--- src/rtl/alu_pkg.sv ---
// alu_pkg: opcode and state enums plus default parameter constants for alu_issue_ctrl.
package alu_pkg;
  localparam int DEF_DATA_W = 32;
  localparam int DEF_REG_DEPTH = 8;
  localparam int DEF_OP_W = 3;
  localparam int DEF_TIMEOUT = 15;
  typedef enum logic [2:0] {
    OP_ADD  = 3'b000,
    OP_SUB  = 3'b001,
    OP_AND  = 3'b010,
    OP_OR   = 3'b011,
    OP_NOT  = 3'b100,
    OP_LOAD = 3'b101
  } op_e;
  typedef enum logic [1:0] {IDLE, ISSUE, WAIT} state_e;
endpackage

--- src/rtl/alu_regfile.sv ---
// alu_regfile: register file with one synchronous write port and three combinational read ports.
module alu_regfile #(
  parameter int DATA_W = 32,
  parameter int DEPTH = 8,
  parameter int ADDR_W = $clog2(DEPTH)
) (
  input  logic              clk,
  input  logic              rst,
  input  logic              i_we,
  input  logic [ADDR_W-1:0] i_waddr,
  input  logic [DATA_W-1:0] i_wdata,
  input  logic [ADDR_W-1:0] i_ra1,
  input  logic [ADDR_W-1:0] i_ra2,
  input  logic [ADDR_W-1:0] i_rdbg,
  output logic [DATA_W-1:0] o_rd1,
  output logic [DATA_W-1:0] o_rd2,
  output logic [DATA_W-1:0] o_rdbg
);
  logic [DATA_W-1:0] r_mem [DEPTH];
  always_ff @(posedge clk) begin
    if (rst) r_mem <= '{default: '0};
    else if (i_we) r_mem[i_waddr] <= i_wdata;
  end
  assign o_rd1  = r_mem[i_ra1];
  assign o_rd2  = r_mem[i_ra2];
  assign o_rdbg = r_mem[i_rdbg];
endmodule

--- src/rtl/alu_issue_ctrl.sv ---
// alu_issue_ctrl: decodes register-file commands, issues ALU operations and writes back results with a timeout.
module alu_issue_ctrl
  import alu_pkg::*;
#(
  parameter int DATA_W = DEF_DATA_W,
  parameter int REG_DEPTH = DEF_REG_DEPTH,
  parameter int OP_W = DEF_OP_W,
  parameter int TIMEOUT = DEF_TIMEOUT,
  localparam int ADDR_W = $clog2(REG_DEPTH),
  localparam int CMD_W = OP_W + 3 * ADDR_W
) (
  input  logic              clk,
  input  logic              rst,
  input  logic              cmd_valid,
  output logic              cmd_ready,
  input  logic [CMD_W-1:0]  cmd,
  input  logic [DATA_W-1:0] cmd_imm,
  output logic [OP_W-1:0]   alu_op_code,
  output logic [DATA_W-1:0] alu_a,
  output logic [DATA_W-1:0] alu_b,
  output logic              alu_req_valid,
  input  logic [DATA_W-1:0] alu_res,
  input  logic              alu_res_valid,
  input  logic [ADDR_W-1:0] dbg_addr,
  output logic [DATA_W-1:0] dbg_data,
  output logic              busy,
  output logic              done,
  output logic              err
);
  localparam int CNT_W = $clog2(TIMEOUT + 1);
  state_e r_state, w_next;
  logic [OP_W-1:0] r_op;
  logic [DATA_W-1:0] r_a, r_b;
  logic [ADDR_W-1:0] r_addr3;
  logic [CNT_W-1:0] r_cnt;
  logic r_req, r_done, r_err;
  logic [OP_W-1:0] w_op;
  logic [ADDR_W-1:0] w_a1, w_a2, w_a3;
  logic [DATA_W-1:0] w_rd1, w_rd2;
  logic w_accept, w_is_alu, w_is_load, w_wait_hit, w_timeout;
  assign w_op = cmd[CMD_W-1 -: OP_W];
  assign w_a1 = cmd[3*ADDR_W-1 -: ADDR_W];
  assign w_a2 = cmd[2*ADDR_W-1 -: ADDR_W];
  assign w_a3 = cmd[ADDR_W-1:0];
  assign w_accept = cmd_valid && cmd_ready;
  assign w_is_alu = w_op <= OP_W'(OP_NOT);
  assign w_is_load = w_op == OP_W'(OP_LOAD);
  assign w_wait_hit = r_state == WAIT && alu_res_valid;
  assign w_timeout = r_state == WAIT && !alu_res_valid && r_cnt == CNT_W'(TIMEOUT - 1);
  // LOAD writes only from IDLE and results only from WAIT, so the two sources never collide.
  alu_regfile #(.DATA_W(DATA_W), .DEPTH(REG_DEPTH), .ADDR_W(ADDR_W)) u_rf (
    .clk(clk),
    .rst(rst),
    .i_we((w_accept && w_is_load) || w_wait_hit),
    .i_waddr(w_wait_hit ? r_addr3 : w_a3),
    .i_wdata(w_wait_hit ? alu_res : cmd_imm),
    .i_ra1(w_a1),
    .i_ra2(w_a2),
    .i_rdbg(dbg_addr),
    .o_rd1(w_rd1),
    .o_rd2(w_rd2),
    .o_rdbg(dbg_data)
  );
  always_ff @(posedge clk) begin
    if (rst) r_state <= IDLE;
    else r_state <= w_next;
  end
  always_comb begin
    w_next = r_state == IDLE  ? ((w_accept && w_is_alu) ? ISSUE : IDLE)
           : r_state == ISSUE ? WAIT
           : (alu_res_valid || w_timeout) ? IDLE : WAIT;
  end
  always_comb begin
    cmd_ready = r_state == IDLE && !rst;
    busy = r_state != IDLE;
  end
  // Operands are captured at accept so they stay stable through ISSUE and WAIT.
  always_ff @(posedge clk) begin
    if (rst) begin
      r_op <= '0;
      r_a <= '0;
      r_b <= '0;
      r_addr3 <= '0;
      r_cnt <= '0;
      r_req <= 1'b0;
      r_done <= 1'b0;
      r_err <= 1'b0;
    end else begin
      r_req <= w_accept && w_is_alu;
      r_done <= (w_accept && !w_is_alu) || w_wait_hit;
      r_err <= w_timeout;
      r_cnt <= (r_state == WAIT && !alu_res_valid && !w_timeout) ? r_cnt + 1'b1 : '0;
      if (w_accept && w_is_alu) begin
        r_op <= w_op;
        r_a <= w_rd1;
        r_b <= (w_op == OP_W'(OP_NOT)) ? '0 : w_rd2;
        r_addr3 <= w_a3;
      end
    end
  end
  assign alu_op_code = r_op;
  assign alu_a = r_a;
  assign alu_b = r_b;
  assign alu_req_valid = r_req;
  assign done = r_done;
  assign err = r_err;
endmodule

--- config.mk ---
export PLATFORM = sky130hd
export DESIGN_NAME = alu_issue_ctrl
export DESIGN_NICKNAME = d
export VERILOG_FILES = /design/src/rtl/alu_pkg.sv /design/src/rtl/alu_regfile.sv /design/src/rtl/alu_issue_ctrl.sv
export SDC_FILE = /design/constraint.sdc
export NUM_CORES = 1
export LEC_CHECK = 0
export CAP_MARGIN = 20
export CORE_MARGIN = 1.5
export CORE_UTILIZATION = 50
export CTS_CLUSTER_SIZE = 20
export DETAILED_ROUTE_END_ITERATION = 8
export PLACE_DENSITY = 0.71
export SLEW_MARGIN = 5
export SYNTH_ARGS = -nofsm -noshare
export SYNTH_HDL_FRONTEND = slang
export SYNTH_SLANG_ARGS = --single-unit
--- constraint.sdc ---
create_clock -name clk -period 3.3 [get_ports clk]
set_input_delay 0.495 -clock clk [delete_from_list [all_inputs] [get_ports clk]]
set_output_delay 0.495 -clock clk [all_outputs]
set_load 0.02 [all_outputs]
==> results.yml <==
cts:
  clockBufferDepth: 3
  tritoncts: "yes"
  clk_pin_slew_ps: 60
  postCtsHoldBufs: 0
  insertion_delay_ps: 510
  cts_buffers: 36
  post-cts-setup-buffers: 0
  htreeDepth: 2
  cts_num_sinks: 335
  cts_resized: 0
  ctsRootBufferMaster: "clkbuf_16"
floorplan:
  fp.dieH_um: 195
  start_util_pct: 50.6
  num_rows: 70
  fp.coreArea_sq_um: 36500
  io_pins: 187
  die-area_sq_um: 38100
  die_x_um: 195
grt:
  grtUsageTotal_pct: 26.5
  overflow: 0
  grt_pass1_vias: 13600
  antenna_found_initial: 0
  grt_max_degree: 96
  grt_pass1_wl_um: 78900
place:
  io_buffers: 186
  finalWeightedCongestion: 0.799
  dp.cells: 2095
  dpl.hpwl_um: 31900
power_and_ir_drop:
  power.switching_uw: 2190
  clkPwrFrac_pct: 45.1
  swShare_pct: 23.6
  seqPwrFrac_pct: 44.5
  power.density_nw_per_um2: 421
  p_int_uw: 7100
  ir_drop_v: 0.000298
  power.static_leakage_uw: 0.00943
  comb_power_share_pct: 10.4
yosys:
  avgSynthCellArea_sq_um: 12.1
  yosysSeqAreaShare_pct: 36.3
  synth_nets: 1613
  synth_edf_count: 0
  netlist_area_sq_um: 18500
  ys.flop_type: "dfxtp_1"
  ys_ff_latch: 335
  synth_cell_types: 33
  syn_inst: 1528
  ys.warnings.count: 0
  synth-async-reset-ratio_pct: 0
critical_path:
  crit_chain: "buf_4 > buf_4 > mux4_2 > mux2_2 > clkdlybuf4s50_1"
  cp_slowest_cell: "clkdlybuf4s50_1"
  critPathTopFamily: "buffers and inverters"
  path_buf_inv: 3
  rr_endpoint: "u_rf.r_mem[47]$_SDFFE_PP0P_"
  path_common_cell: "buf_4"
  r2r-start: "r_state[0]$_SDFF_PP0_"
  critical_path_class: "in2out"
  endpoint_kind: "primary output"
  ff2ff_setup_slack_ps: 850
  critPathMaxFanout: 15
  arrival_ps: 2480
  slowest_delay_ps: 550
  r2r_cells: 7
  start_kind: "input port"
  cp.required_ps: 2800
detailed_routing:
  postRouteWirelength_um: 50400
  drt-initial-drc-count: 1037
  route.met2.wl_um: 24500
  wl_per_cell_um: 23.4
  wl_met3_um: 2980
  drc: 0
  ant_nets: 0
  drt-met1-wl_um: 21800
  routed.top_layer: "met4"
  drt_pass1_iterations: 5
  vias: 13200
  viasPerCell: 6.13
hold_path:
  hold_start: "rst"
  whs_endpoint: "r_state[1]$_SDFF_PP0_"
  hold_path_class: "in2reg"
  hold_depth: 2
finish:
  drive_gt1_share_pct: 21.1
  final_cell_mix: "dfxtp_1, mux2i_1, nand2b_1, mux4_2, clkdlybuf4s50_1"
  fillers: 2951
  finalNetCount: 1750
  fin_cells: 2156
  num_antenna_cells: 0
  multiInputGateArea_sq_um: 11100
  seq_area_sq_um: 6710
  area_growth_pct: 19.3
  layout_commonest_cell: "dfxtp_1"
sta:
  clock_skew_ps: 12.3
  final-hold-violation-count: 0
  fin_crit_sh_pct: 90.1
  rsz0062_at_grt: "false"
  tns_ps: 0
  setup_viol: 0
  maxSlewHeadroom_pct: 40.3
  worst_slew_pin_slew_ps: 870
  period_needed_ps: 2970
  slew_violations: 0
  max_freq_mhz: 336
job:
  cap_violations: 0
run_status:
  status: "finished clean"
-- metal layers --
| layer | global-route usage, % | vias to the layer above |
|---|---|---|
| met1 | 36.1 | 6720 |
| met5 | 0 | - |
| met2 | 44.2 | 469 |
| met3 | 4.21 | 85 |
| li1 | - | 5949 |
| met4 | 6.95 | 0 |
-- worst max path at each step --
| stage | start | to | slack [ps] | cells past startpoint |
|---|---|---|---|---|
| 6_report | dbg_addr[0] | dbg_data[3] | 330 | 5 |
| 5_1_grt | dbg_addr[0] | dbg_data[3] | 270 | 5 |
| 4_1_cts | dbg_addr[0] | dbg_data[3] | 320 | 5 |
| 3_5_place_dp | alu_res_valid | u_rf.r_mem[47]$_SDFFE_PP0P_ | 290 | 8 |
| 3_3_place_gp | dbg_addr[0] | dbg_data[3] | 330 | 5 |
| 2_1_floorplan | dbg_addr[0] | dbg_data[11] | 600 | 5 |
-- power by group through the flow --
stage               Clock [uW]  Combinational (uW)  Sequential, uW
floorplan                    0                 557            4240
global placement             0                 959            4220
detailed placement           0                 971            4220
CTS                       4260                 974            4130
global route              4430                1020            4140
finish                    4190                 968            4130
-- Yosys cell counts (2+ instances only) --
library cell | instances | area share (%)
dfxtp_1 | 335 | 36
mux2i_1 | 323 | 17
nand2b_1 | 258 | 8.7
mux4_2 | 192 | 23
clkbuf_1 | 82 | 1.7
nand2_1 | 72 | 1.5
nor2_1 | 43 | 0.87
mux2_2 | 35 | 2.1
a211oi_1 | 33 | 1.3
a21o_1 | 32 | 1.3
o2bb2ai_1 | 32 | 1.5
buf_1 | 26 | 0.53
buf_6 | 25 | 1.5
nand4_2 | 8 | 0.54
a21oi_1 | 6 | 0.16
buf_2 | 4 | 0.11
a22oi_1 | 2 | 0.081
ha_1 | 2 | 0.14
inv_1 | 2 | 0.041
nand3_1 | 2 | 0.054
nor3_1 | 2 | 0.054
-- flip-flops by register name (all words and copies together) (netlist names), 2 cells and up --
| name | cells |
|---|---|
| alu_b | 32 |
| u_rf.r_mem | 256 |
| r_cnt | 4 |
| alu_a | 32 |
| r_state | 2 |
| r_addr3 | 3 |
| alu_op_code | 3 |
-- through the flow --
stage                     setup WS, ps  utilization (%)  hold slack (ps)  power (uW)  cell area, sq um
after floorplan                    603                -              430        4800             18500
after global placement             334             57.1              445        5180             20800
after detailed placement           290             57.1              447        5190             20800
after CTS                          323             60.4              265        9370             22100
after global routing               272             60.4              273        9590             22100
final                              327             60.4              271        9290             22100
-- kinds of logic (layout without fill, tap and decap cells) --
logic type	after synthesis	in the layout	synth area share [%]
xor+xnor	2	2	0.0948
compound gates	107	107	4.56
simple gates	392	392	12.0
flops	335	335	36.3
mux	550	550	43.0
fa+ha+maj	2	2	0.135
buf+inv	140	300	3.89
-- final cells by class --
cell class	instances	area share, %
multi-input cells	1053	50.5
clock inverters	8	0.635
clock buffers	53	4.88
repair buffers	236	10.9
inverters	3	0.0511
flip-flops and latches	335	30.4
well taps	468	2.66
Note: power is estimated with default switching activity, not from simulation.
